`config.mk`:
```
export PLATFORM = sky130hd
export DESIGN_NAME = bram_port_arbiter
export DESIGN_NICKNAME = d
export VERILOG_FILES = /design/src/rtl/bram_port_arbiter.sv
export SDC_FILE = /design/constraint.sdc
export NUM_CORES = 1
export LEC_CHECK = 0
export BUFFER_PORTS_ARGS = -buffer_cell sky130_fd_sc_hd__buf_2
export CORE_AREA = 4 4 169 171
export CTS_BUF_LIST = sky130_fd_sc_hd__clkbuf_16
export DETAILED_ROUTE_END_ITERATION = 10
export DIE_AREA = 0 0 173 175
export GPL_ROUTABILITY_DRIVEN = 0
export PLACE_DENSITY = 0.7
export SLEW_MARGIN = 40
export SYNTH_ARGS = -nofsm -noshare
export SYNTH_HDL_FRONTEND = slang
export SYNTH_SLANG_ARGS = --single-unit
```
`constraint.sdc`:
```
create_clock -name clk -period 17.55 [get_ports clk]
set_input_delay 0.8775 -clock clk [delete_from_list [all_inputs] [get_ports clk]]
set_output_delay 0.8775 -clock clk [all_outputs]
set_load 0.02 [all_outputs]
```
`src/rtl/bram_port_arbiter.sv`:
```
// rtl/bram_port_arbiter.sv - round-robin, burst-bounded sharing of one BRAM port between two requesters
module bram_port_arbiter #(
    parameter int C_ADDR_WIDTH = 12,
    parameter int C_DATA_WIDTH = 64,
    parameter int C_MAX_BURST  = 4
) (
    input  logic                      clk,
    input  logic                      reset,
    input  logic                      rq0_valid,
    output logic                      rq0_ready,
    input  logic                      rq0_we,
    input  logic [C_ADDR_WIDTH-1:0]   rq0_addr,
    input  logic [C_DATA_WIDTH-1:0]   rq0_wdata,
    input  logic                      rq1_valid,
    output logic                      rq1_ready,
    input  logic                      rq1_we,
    input  logic [C_ADDR_WIDTH-1:0]   rq1_addr,
    input  logic [C_DATA_WIDTH-1:0]   rq1_wdata,
    output logic                      rs0_valid,
    output logic [C_DATA_WIDTH-1:0]   rs0_data,
    output logic                      rs1_valid,
    output logic [C_DATA_WIDTH-1:0]   rs1_data,
    output logic [C_ADDR_WIDTH-1:0]   bram_addr,
    output logic [C_DATA_WIDTH-1:0]   bram_din,
    output logic                      bram_en,
    output logic [C_DATA_WIDTH/8-1:0] bram_we,
    input  logic [C_DATA_WIDTH-1:0]   bram_dout
);

    localparam int WE_W = C_DATA_WIDTH / 8;

    logic       last;
    logic [7:0] burst_cnt;

    logic                    gnt_id;
    logic                    accept;
    logic                    sel_we;
    logic [C_ADDR_WIDTH-1:0] sel_addr;
    logic [C_DATA_WIDTH-1:0] sel_wdata;

    // read tag pipeline: tag1 travels with the bram_* command, tag2 with bram_dout
    logic tag1_valid, tag1_id;
    logic tag2_valid, tag2_id;

    always_comb begin
        accept = (rq0_valid | rq1_valid) & ~reset;
        gnt_id = rq1_valid;
        if (rq0_valid & rq1_valid) begin
            gnt_id = (burst_cnt < 8'(C_MAX_BURST)) ? last : ~last;
        end
        sel_we    = gnt_id ? rq1_we    : rq0_we;
        sel_addr  = gnt_id ? rq1_addr  : rq0_addr;
        sel_wdata = gnt_id ? rq1_wdata : rq0_wdata;
    end

    assign rq0_ready = accept & ~gnt_id;
    assign rq1_ready = accept & gnt_id;

    always_ff @(posedge clk or posedge reset) begin
        if (reset) begin
            last      <= 1'b1;
            burst_cnt <= 8'd0;
        end else if (accept) begin
            if (gnt_id == last) begin
                burst_cnt <= (burst_cnt == 8'hFF) ? burst_cnt : burst_cnt + 8'd1;
            end else begin
                last      <= gnt_id;
                burst_cnt <= 8'd1;
            end
        end
    end

    always_ff @(posedge clk or posedge reset) begin
        if (reset) begin
            bram_en    <= 1'b0;
            bram_we    <= '0;
            bram_addr  <= '0;
            bram_din   <= '0;
            tag1_valid <= 1'b0;
            tag1_id    <= 1'b0;
        end else begin
            bram_en    <= accept;
            bram_we    <= {WE_W{accept & sel_we}};
            tag1_valid <= accept & ~sel_we;
            tag1_id    <= gnt_id;
            if (accept) begin
                bram_addr <= sel_addr;
                bram_din  <= sel_wdata;
            end
        end
    end

    always_ff @(posedge clk or posedge reset) begin
        if (reset) begin
            tag2_valid <= 1'b0;
            tag2_id    <= 1'b0;
            rs0_valid  <= 1'b0;
            rs1_valid  <= 1'b0;
            rs0_data   <= '0;
            rs1_data   <= '0;
        end else begin
            tag2_valid <= tag1_valid;
            tag2_id    <= tag1_id;
            rs0_valid  <= tag2_valid & ~tag2_id;
            rs1_valid  <= tag2_valid & tag2_id;
            if (tag2_valid & ~tag2_id) rs0_data <= bram_dout;
            if (tag2_valid & tag2_id)  rs1_data <= bram_dout;
        end
    end

endmodule
```
==> reports/results.ini <==
[worst_setup_path]
worstSetupPathType=reg -> out
critPathArrivalTime_ps=2460
critPathLaunchType=register
cp_max_fo=79
critPathRequiredTime_ps=16670
reg2reg_depth=5
critPathCaptureType=output port

[route]
vias=6869
totalWireLength_microns=27100
firstDrtPassIters=4
avgRoutedWirePerCell_microns=19.4
viasPerCell=4.92
ant_nets=0
drt_iter0_drc=425
drc_errors=0

[yosys]
synthesis.instances=610
synth.top_cell.area_share=0.621
yosys-top-cells-count=dfrtp_1, mux2_2, a221o_1, and2_1, clkbuf_1
netlist_area_sq_mm=0.00886
yosys_warnings=0
synth_top_cell_by_area=dfrtp_1
synth_edf_count=0
synth.net_count=833
synth_area_leaders=dfrtp_1, mux2_2, a221o_1, and2_1, clkbuf_1
synth.most_common_cell=dfrtp_1
synth-async-reset-ratio=1.00
avgSynthCellArea_sq_um=14.5
ys_seq_area_frac=0.624
ys.flop_type=dfrtp_1
synth-seq-cells=221
synth_cell_types=44

[final_layout]
fin_util=0.447
syn_to_final_growth_pct=35.7
nNetsFinal=1256
drive_gt1_frac=0.585

[die]
die-area_sq_mm=0.0303
rows=60
coreArea_sq_mm=0.0269
start_util=0.330
die_height_microns=175
io_pins=439
die_w_microns=173

[global_route]
grt_pass1_vias=7227
antenna_found_initial=10
grt.overflow.total=0
grt_max_degree=102
grt_pass1_wl_microns=41800
grt_usage=0.170

[run]
maxCapViolations=0

[clocking]
ctsHoldBuffers=0
tritoncts=built
clock-sinks=221
cts_resized=0
clk_pin_slew_ps=60
clock-root-buffer=clkbuf_16
cts_setup_buffers=0
cts_buffers=23
cts_buffer_depth=3
insertion_delay_ps=500
cts_max_level=1

[sta]
whs_ps=350
slew_headroom=0.510
finalCritPeriodShare=0.190
rsz0062_at_grt=no
setup_tns_ps=0
fin_crit_ps=3330
drv_slew=0
hold_viol_final=0
finalSetupViolations=0
max_freq_ghz=0.300
worst_slew_pin_slew_ps=734
clock_skew_ps=9.29

[power_and_ir_drop]
power_density_mw_per_mm2=171
p_int_mw=1.28
p_sw_frac=0.377
power_frac_seq=0.399
combPwrFrac=0.393
power.switching_mw=0.776
vdd_drop_max_v=0.0000630
p_leak_nw=5.92
clkPwrFrac=0.208

[placement]
place_hpwl_microns=20400
io_buffer_count=438

[min_path]
hold-path-cell-count=0
hp-class=reg -> reg

[run_status]
status=completed

## registers in the layout, summed over array words and instances (netlist names), 8 cells and up
| name | count |
|---|---|
| bram_din | 64 |
| burst_cnt | 8 |
| rs0_data | 64 |
| bram_addr | 12 |
| rs1_data | 64 |
## power groups by stage
stage,clock network [mW],registers [mW],logic (mW)
after floorplan,0,1.07,0.266
after global placement,0,0.823,0.806
after detailed placement,0,0.828,0.821
after CTS,0.440,0.824,0.821
after global routing,0.460,0.852,0.864
final,0.428,0.823,0.810
## cell families (layout without fill, tap and decap cells)
logic type	count (synthesis)	in the layout	synth area share
flip-flops	221	221	0.624
multiplexers	130	130	0.166
AND/OR/NAND/NOR	102	102	0.0719
AO/OA/AOI/OAI	100	100	0.106
buffers and inverters	56	494	0.0311
adder cells (fa/ha/maj)	1	1	0.00141
other	0	6	0
## cell type report
cell class,count,area [sq um]
clock inverter,17,77.6
sequential,221,5530
timing repair buffer,446,2280
antenna,6,15.0
inverter,8,37.5
clock buffer,23,576
tap,341,427
fill,2468,14900
multi-input combinational,333,3080
## worst paths after layout
kind                                               start                        to  slack (ps)
worst max-delay path            burst_cnt[2]$_DFFE_PP0P_                 rq1_ready       14220
worst min-delay path                   tag1_id$_DFF_PP0_         tag2_id$_DFF_PP0_         350
worst max register to register  burst_cnt[5]$_DFFE_PP0P_  bram_din[15]$_DFFE_PP0P_       15090
worst min register to register         tag1_id$_DFF_PP0_         tag2_id$_DFF_PP0_         350
max in group asynchronous                          reset  rs1_data[29]$_DFFE_PP0P_       15250
min in group asynchronous                          reset  bram_din[45]$_DFFE_PP0P_         550
## placed cells by master, fill, tap and decap left out, types with 4 or more instances in the layout
| cell type | count |
|---|---|
| diode_2 | 6 |
| buf_6 | 4 |
| and2_1 | 76 |
| dfrtp_1 | 220 |
| nand2_1 | 5 |
| clkinv_1 | 5 |
| a221o_1 | 76 |
| clkbuf_16 | 23 |
| inv_1 | 14 |
| mux2_2 | 129 |
| buf_2 | 438 |
## metal layers
layer  share of wire  vias to the layer above  global-route usage
met5         0.00078                        -                   0
met3           0.092                       47              0.0554
met2            0.48                      334               0.286
li1                -                     3112                   -
met1            0.40                     3372               0.215
met4           0.020                        4              0.0426
## worst max-delay path, stage by stage, from the launching register on
cell     delay, ps
dfrtp_1        470
nor4_4         380
mux2i_2        160
nor3_4         180
buf_6          470
buf_2          280
## stage by stage
step	std cells	power [mW]	setup slack [ps]	cell area (sq um)
finish	1395	2.06	14220	12000
global route	1393	2.18	14070	12000
CTS	1389	2.08	14000	12000
detailed placement	1349	1.65	14140	11300
global placement	1348	1.63	14150	11300
floorplan	610	1.33	8500	8860
No activity file was read; power rests on OpenSTA's default activity.
